$ cat src/rtl/snake_pkg.sv
// Shared definitions for the snake game score readout.
// Provides the converter FSM state encoding, active-low seven-segment codes
// ({g,f,e,d,c,b,a}) for digits 0-9 plus a blank code, and digit_to_seg(),
// which maps a BCD nibble to its segment pattern.
package snake_pkg;

    typedef enum logic [1:0] {
        StIdle  = 2'd0,
        StShift = 2'd1,
        StDone  = 2'd2
    } conv_state_e;

    localparam logic [6:0] SEG_0     = 7'b1000000;
    localparam logic [6:0] SEG_1     = 7'b1111001;
    localparam logic [6:0] SEG_2     = 7'b0100100;
    localparam logic [6:0] SEG_3     = 7'b0110000;
    localparam logic [6:0] SEG_4     = 7'b0011001;
    localparam logic [6:0] SEG_5     = 7'b0010010;
    localparam logic [6:0] SEG_6     = 7'b0000010;
    localparam logic [6:0] SEG_7     = 7'b1111000;
    localparam logic [6:0] SEG_8     = 7'b0000000;
    localparam logic [6:0] SEG_9     = 7'b0010000;
    localparam logic [6:0] SEG_BLANK = 7'b1111111;

    // Non-decimal nibbles blank the digit.
    function automatic logic [6:0] digit_to_seg(input logic [3:0] d);
        logic [6:0] s;
        case (d)
            4'd0:    s = SEG_0;
            4'd1:    s = SEG_1;
            4'd2:    s = SEG_2;
            4'd3:    s = SEG_3;
            4'd4:    s = SEG_4;
            4'd5:    s = SEG_5;
            4'd6:    s = SEG_6;
            4'd7:    s = SEG_7;
            4'd8:    s = SEG_8;
            4'd9:    s = SEG_9;
            default: s = SEG_BLANK;
        endcase
        return s;
    endfunction

endpackage

$ cat src/rtl/bin2bcd8.sv
// Iterative 8-bit binary to 3-digit BCD converter (double dabble).
// Ports:
//   clk    in   clock, rising edge
//   reset  in   asynchronous active-high reset
//   start  in   begin a conversion of bin (honoured only when idle)
//   bin    in   8-bit binary value
//   bcd    out  latched result {hundreds,tens,units}
//   busy   out  high from the start edge until the result is latched (9 cycles)
module bin2bcd8
    import snake_pkg::*;
(
    input  logic        clk,
    input  logic        reset,
    input  logic        start,
    input  logic [7:0]  bin,
    output logic [11:0] bcd,
    output logic        busy
);

    conv_state_e state_q, state_d;
    logic [19:0] work_q, work_d;  // {hundreds, tens, units, binary}
    logic [2:0]  cnt_q, cnt_d;
    logic [11:0] bcd_q, bcd_d;
    logic        busy_q, busy_d;
    logic [19:0] adj;

    always_comb begin
        state_d = state_q;
        work_d  = work_q;
        cnt_d   = cnt_q;
        bcd_d   = bcd_q;
        busy_d  = busy_q;
        adj     = work_q;
        case (state_q)
            StIdle: begin
                if (start) begin
                    work_d  = {12'd0, bin};
                    cnt_d   = 3'd0;
                    busy_d  = 1'b1;
                    state_d = StShift;
                end
            end
            StShift: begin
                for (int i = 0; i < 3; i++) begin
                    if (adj[8 + 4*i +: 4] >= 4'd5) begin
                        adj[8 + 4*i +: 4] = adj[8 + 4*i +: 4] + 4'd3;
                    end
                end
                work_d = adj << 1;
                cnt_d  = cnt_q + 3'd1;
                if (cnt_q == 3'd7) begin
                    state_d = StDone;
                end
            end
            StDone: begin
                bcd_d   = work_q[19:8];
                busy_d  = 1'b0;
                state_d = StIdle;
            end
            default: state_d = StIdle;
        endcase
    end

    always_ff @(posedge clk or posedge reset) begin
        if (reset) begin
            state_q <= StIdle;
            work_q  <= '0;
            cnt_q   <= '0;
            bcd_q   <= '0;
            busy_q  <= 1'b0;
        end else begin
            state_q <= state_d;
            work_q  <= work_d;
            cnt_q   <= cnt_d;
            bcd_q   <= bcd_d;
            busy_q  <= busy_d;
        end
    end

    assign bcd  = bcd_q;
    assign busy = busy_q;

endmodule

$ cat src/rtl/score_display_driver.sv
// Snake score readout: converts the 8-bit score to BCD and scans it onto a
// 4-digit common-anode seven-segment display (digit 0 = units, 3 = blank).
// Parameters: CLK_HZ, REFRESH_HZ (digit-advance rate, CLK_HZ/REFRESH_HZ >= 2).
// Ports:
//   clk    in   board clock, rising edge
//   reset  in   asynchronous active-high reset
//   score  in   binary score, same clock domain
//   an     out  digit enables, active-low, one-hot
//   seg    out  segments {g,f,e,d,c,b,a}, active-low
//   dp     out  decimal point, active-low, always off
//   bcd    out  latched conversion result {hundreds,tens,units}
//   busy   out  conversion in progress
// Build option: define SCORE_LZ_BLANK_EN to blank leading zeros on the
// hundreds and tens digits.
module score_display_driver
    import snake_pkg::*;
#(
    parameter int unsigned CLK_HZ     = 100_000_000,
    parameter int unsigned REFRESH_HZ = 1000
) (
    input  logic        clk,
    input  logic        reset,
    input  logic [7:0]  score,
    output logic [3:0]  an,
    output logic [6:0]  seg,
    output logic        dp,
    output logic [11:0] bcd,
    output logic        busy
);

    localparam int unsigned DIV = CLK_HZ / REFRESH_HZ;
    localparam int unsigned PW  = (DIV > 1) ? $clog2(DIV) : 1;
    localparam logic [PW-1:0] PrescMax = PW'(DIV - 1);

    logic [7:0]    last_score_q, last_score_d;
    logic [PW-1:0] presc_q, presc_d;
    logic [1:0]    idx_q, idx_d;
    logic [3:0]    an_q, an_d;
    logic [6:0]    seg_q, seg_d;
    logic          start;

    // busy is low only while the converter is idle, so a change seen during a
    // conversion waits and is re-compared once the converter returns to idle.
    assign start = !busy && (score != last_score_q);

    bin2bcd8 u_conv (
        .clk   (clk),
        .reset (reset),
        .start (start),
        .bin   (score),
        .bcd   (bcd),
        .busy  (busy)
    );

    always_comb begin
        last_score_d = start ? score : last_score_q;
        if (presc_q == PrescMax) begin
            presc_d = '0;
            idx_d   = idx_q + 2'd1;
        end else begin
            presc_d = presc_q + 1'b1;
            idx_d   = idx_q;
        end
    end

    always_comb begin
        an_d  = ~(4'b0001 << idx_q);
        seg_d = SEG_BLANK;
        unique case (idx_q)
            2'd0: seg_d = digit_to_seg(bcd[3:0]);
            2'd1: begin
`ifdef SCORE_LZ_BLANK_EN
                if (bcd[11:4] == 8'd0) seg_d = SEG_BLANK;
                else                   seg_d = digit_to_seg(bcd[7:4]);
`else
                seg_d = digit_to_seg(bcd[7:4]);
`endif
            end
            2'd2: begin
`ifdef SCORE_LZ_BLANK_EN
                if (bcd[11:8] == 4'd0) seg_d = SEG_BLANK;
                else                   seg_d = digit_to_seg(bcd[11:8]);
`else
                seg_d = digit_to_seg(bcd[11:8]);
`endif
            end
            2'd3: seg_d = SEG_BLANK;
        endcase
    end

    always_ff @(posedge clk or posedge reset) begin
        if (reset) begin
            last_score_q <= '0;
            presc_q      <= '0;
            idx_q        <= '0;
            an_q         <= 4'b1111;
            seg_q        <= SEG_BLANK;
        end else begin
            last_score_q <= last_score_d;
            presc_q      <= presc_d;
            idx_q        <= idx_d;
            an_q         <= an_d;
            seg_q        <= seg_d;
        end
    end

    assign an  = an_q;
    assign seg = seg_q;
    assign dp  = 1'b1;

endmodule

$ cat config.mk
export PLATFORM = sky130hd
export DESIGN_NAME = score_display_driver
export DESIGN_NICKNAME = d
export VERILOG_FILES = /design/src/rtl/snake_pkg.sv /design/src/rtl/bin2bcd8.sv /design/src/rtl/score_display_driver.sv
export SDC_FILE = /design/constraint.sdc
export NUM_CORES = 1
export LEC_CHECK = 0
export BUFFER_PORTS_ARGS = -buffer_cell sky130_fd_sc_hd__buf_2
export CAP_MARGIN = 20
export CORE_ASPECT_RATIO = 1.5
export CORE_UTILIZATION = 55
export DETAILED_ROUTE_END_ITERATION = 16
export PLACE_DENSITY = 0.85
export SYNTH_ARGS = -nofsm -noshare
export SYNTH_HDL_FRONTEND = slang
export SYNTH_HIERARCHICAL = 1
export SYNTH_SLANG_ARGS = --single-unit
$ cat constraint.sdc
create_clock -name clk -period 3.8 [get_ports clk]
set_input_delay 0.57 -clock clk [delete_from_list [all_inputs] [get_ports clk]]
set_output_delay 0.57 -clock clk [all_outputs]
set_load 0.03 [all_outputs]
==> results.md <==
* Critical-path top delay cell: sky130_fd_sc_hd__nor4_4
* Total clock buffers created by CTS at 9
* Largest net degree at the start of global routing at 33
* Transition time at the pin with the least slew margin at 0.638 ns
* Share of post-route cells with drive strength above 1 at 20.4%
* Synth async-reset ratio at 100%
* Switch Pwr at 1.49 mW
* Global-route wire length before repair at 13800 µm
* Clock root buffer: sky130_fd_sc_hd__clkbuf_8
* Clock transition at the register clock pins on the worst setup and hold paths after CTS at approximately 0.080 ns
* Power per standard cell area at 782 nW/µm²
* H-Tree Level Count at 3
* Post-CTS sizing at 0
* Arrival time at the worst endpoint at 2.44 ns
* Total half-perimeter wirelength after legalization and detailed placement at 5770 µm
* Remaining global-route overflow at 0
* Area Growth Syn to Fin at 12.0%
* Number of inserted diodes at 0
* Path length in cells of the critical path at 5
* Switching Share at 40.9%
* Clock tree from TritonCTS: built
* Critical Setup Path Class: flip-flop to flip-flop
* Drt drc at 0
* Combinational group share of total power at 42.1%
* Sum of negative setup slack at 0 ns
* Filler Cells Inserted at approximately 560
* Commonest non-fill, non-tap cells in the layout: sky130_fd_sc_hd__dfrtp_1 (65), sky130_fd_sc_hd__buf_2 (33), sky130_fd_sc_hd__inv_1 (32), sky130_fd_sc_hd__nand2_1 (32), sky130_fd_sc_hd__ha_1 (31)
* Cell type group with the largest total delay on the critical path: simple AND/OR/NAND/NOR gates
* Critical Path Max Stage Delay at about 0.57 ns
* Final core utilization at 64.1%
* Leakage Power at 2.09 nW
* Share of synthesized area occupied by flip-flops and latches at 46.0%
* Final weighted congestion of routability-driven global placement at 0.935
* Nets at ~470
* Synth Warn # at 6
* Reg2Reg Depth at 5
* Cell Int Power at roughly 2.2 mW
* Status: finished clean
* Time the final worst path needs with I/O delays and setup at roughly 2.2 ns
* Number of I/O port buffers at 33
* Class of the tightest hold or removal check: primary input to asynchronous set/reset pin
* Post-synthesis average cell area at between 10 and 15 µm²
* Chip Width at 73.0 µm
* Vias in the first global route at 3061
* Total of hold buffers inserted after clock tree synthesis at 0
* Final Hold Viols at 0
* Via total after detailed routing at 3040
* Number of maximum-capacitance violations at 0
* DRT antenna net count at 0
* Power share of the sequential group at 38.1%
* Clock power share at 19.8%
* Critical path startpoint: presc_q[0]$_DFF_PP0_
* Starting utilization of the core area at roughly 57%
* Area of combinational cells with multiple inputs at around 2000 µm²
* Placeable Area at between 7000 and 8000 µm²
* Final cell count without fillers at 537
* Unrepaired setup endpoints after global routing: no
* Worst Path Required at slightly above 4 ns
* Instance area at placement at 4380 µm²
* Initial antenna violation count at 0
* Number of pins with negative max-slew slack in the final report at 0
* Design area at 4660 µm²
* DR vias/cell at 5.66
* CTS max path bufs at 2
* Final number of setup-violating endpoints at 0
* Post-synth cell types at 45
* Worst slew margin at a little under three fifths
* Mapped Nets at 439
* Post-CTS setup buffer count at 0
* Sink Count at between 70 and 80
* Highest fanout seen on the critical path at 11
* Sequential Area at between 1500 and 2000 µm²
* Post-synth EDFFs at 0
* Average routed wire per standard cell at roughly 15 µm
* Number of search-and-repair iterations in the first detailed-routing pass at 4
* Sort of element at the end of the critical path: flip-flop
* Largest clock skew in the final design at 0.00994 ns
* Startpoint of the worst register-to-register path: presc_q[0]$_DFF_PP0_
* Final wirelength at 8100 µm
* Synthesized instance count at roughly 400
* Share of the clock period used by the worst path at 57.8%
* Post-synth top flop: sky130_fd_sc_hd__dfrtp_1
* Die outline height at ~110 µm
* Endpoint of the worst setup timing path: idx_q[1]$_DFFE_PP0N_
* Buffering stage count on the worst path with inverters included at 0
* Global routing usage summed across all routing layers at 23.0%
* Type of origin of the critical path: flip-flop
* Most frequent standard cell in the layout excluding fill and tap cells: sky130_fd_sc_hd__dfrtp_1
* Total of flip-flops plus latches after synthesis at 76
* Iteration-0 DRC count of the detailed router at 204
* Chain of cells forming the critical path: ha_1 -> and4_1 -> nand2_1 -> nor4_4 -> mux2_2
* Number of placement rows at 38
* Maximum frequency from static timing analysis at 455 MHz
* Skew-Pair Late Insertion Delay at 0.35 ns
* Maximum ir drop on the vdd rail at 0.000464 V
* Summed instance area of the synthesized netlist at between 4000 and 5000 µm²
* Reg2reg end: idx_q[1]$_DFFE_PP0N_
* Io pins at 35
* Reg-to-reg slack, setup at 1.60 ns
* Total die area at 7920 µm²
* Placed cells at 518
-- how the worst min path moves through the flow --
stage | from | end | slack (ns) | cells after the start
floorplan | u_conv/work_q[7]$_DFFE_PP0P_ | u_conv/work_q[8]$_DFFE_PP0P_ | 0.45 | 2
global placement | u_conv/work_q[2]$_DFFE_PP0P_ | u_conv/work_q[2]$_DFFE_PP0P_ | 0.46 | 2
detailed placement | presc_q[0]$_DFF_PP0_ | presc_q[0]$_DFF_PP0_ | 0.47 | 1
CTS | reset | last_score_q[1]$_DFFE_PP0P_ | 0.13 | 2
global route | reset | last_score_q[3]$_DFFE_PP0P_ | 0.17 | 2
finish | reset | last_score_q[1]$_DFFE_PP0P_ | 0.14 | 2
-- cells in the mapped netlist (2+ instances only) --
library cell | number | area share [%]
sky130_fd_sc_hd__xor2_1 | 11 | 2.3
sky130_fd_sc_hd__a22o_1 | 2 | 0.42
sky130_fd_sc_hd__and2_1 | 3 | 0.45
sky130_fd_sc_hd__nand2b_1 | 5 | 0.75
sky130_fd_sc_hd__nor3_1 | 4 | 0.48
sky130_fd_sc_hd__xnor2_1 | 15 | 3.2
sky130_fd_sc_hd__or3_1 | 3 | 0.45
sky130_fd_sc_hd__nand2_1 | 32 | 2.9
sky130_fd_sc_hd__o21ai_0 | 20 | 2.4
sky130_fd_sc_hd__a21oi_1 | 13 | 1.6
sky130_fd_sc_hd__nor2_1 | 28 | 2.5
sky130_fd_sc_hd__inv_1 | 32 | 2.9
sky130_fd_sc_hd__o32ai_1 | 2 | 0.42
sky130_fd_sc_hd__dfrtp_1 | 65 | 39
sky130_fd_sc_hd__dfstp_2 | 11 | 6.9
sky130_fd_sc_hd__o221ai_1 | 13 | 2.7
sky130_fd_sc_hd__buf_4 | 4 | 0.72
sky130_fd_sc_hd__buf_2 | 2 | 0.24
sky130_fd_sc_hd__o211ai_1 | 3 | 0.54
sky130_fd_sc_hd__nor4_1 | 3 | 0.45
sky130_fd_sc_hd__nor3b_1 | 2 | 0.36
sky130_fd_sc_hd__o21a_1 | 3 | 0.54
sky130_fd_sc_hd__o31ai_1 | 3 | 0.54
sky130_fd_sc_hd__nor2b_1 | 12 | 1.8
sky130_fd_sc_hd__nand3_1 | 5 | 0.60
sky130_fd_sc_hd__o2111ai_1 | 6 | 1.3
sky130_fd_sc_hd__a32o_1 | 3 | 0.72
sky130_fd_sc_hd__clkbuf_1 | 8 | 0.72
sky130_fd_sc_hd__a31oi_1 | 5 | 0.75
sky130_fd_sc_hd__mux2_2 | 21 | 5.7
sky130_fd_sc_hd__ha_1 | 31 | 9.3
sky130_fd_sc_hd__and4_1 | 3 | 0.63
sky130_fd_sc_hd__nand4_1 | 5 | 0.75
sky130_fd_sc_hd__mux2i_1 | 9 | 2.2
-- state kept, by name, summed over array words and instances, names as in the netlist --
signal	cells
u_conv/work_q	20
presc_q	17
u_conv/bcd	12
last_score_q	8
seg	7
an	4
u_conv/cnt_q	3
idx_q	2
u_conv/state_q	2
u_conv/busy	1
-- per-stage QoR --
| stage | worst slack [ns] | power, mW | hold WS [ns] |
|---|---|---|---|
| 2_1_floorplan | 1.89 | 2.53 | 0.449 |
| 3_3_place_gp | 1.61 | 2.80 | 0.463 |
| 3_5_place_dp | 1.41 | 2.90 | 0.475 |
| 4_1_cts | 1.58 | 3.63 | 0.135 |
| 5_1_grt | 1.50 | 3.91 | 0.168 |
| 6_report | 1.60 | 3.64 | 0.144 |
-- power by group through the flow --
stage	Sequential [mW]	Clock, mW	Combinational [mW]
finish	1.39	0.723	1.53
global route	1.43	0.770	1.70
CTS	1.38	0.734	1.51
detailed placement	1.39	0	1.50
global placement	1.38	0	1.42
floorplan	1.47	0	1.06
-- logic make-up (layout without fill, tap and decap cells) --
| group | Yosys count | after routing | share of synthesized area (%) |
|---|---|---|---|
| xor gates and xnor gates | 26 | 26 | 5.47 |
| other | 1 | 1 | 0.0901 |
| and+or+nand+nor | 107 | 107 | 12.9 |
| adders and majority gates | 31 | 31 | 9.32 |
| DFF | 76 | 76 | 46.0 |
| buffers and inverters | 48 | 87 | 5.20 |
| AOI/OAI and AO/OA | 79 | 79 | 13.1 |
| muxes | 30 | 30 | 7.85 |
-- layout make-up --
type / count / share of cell area, %
well taps: 100 / 2.68
multi-input cells: 274 / 43.6
repair buffers: 39 / 5.10
inverters: 32 / 2.58
clock inverters: 5 / 2.15
clock buffers: 11 / 2.82
flip-flops and latches: 76 / 41.1
-- layer usage --
| metal | share of wire [%] | global-route usage [%] | vias to the layer above |
|---|---|---|---|
| li1 | - | - | 1457 |
| met1 | 40 | 25.6 | 1478 |
| met2 | 54 | 41.0 | 85 |
| met3 | 3.3 | 4.10 | 20 |
| met4 | 2.8 | 12.2 | 0 |
| met5 | 0 | 0 | - |
(Power assumes the default switching activity.)
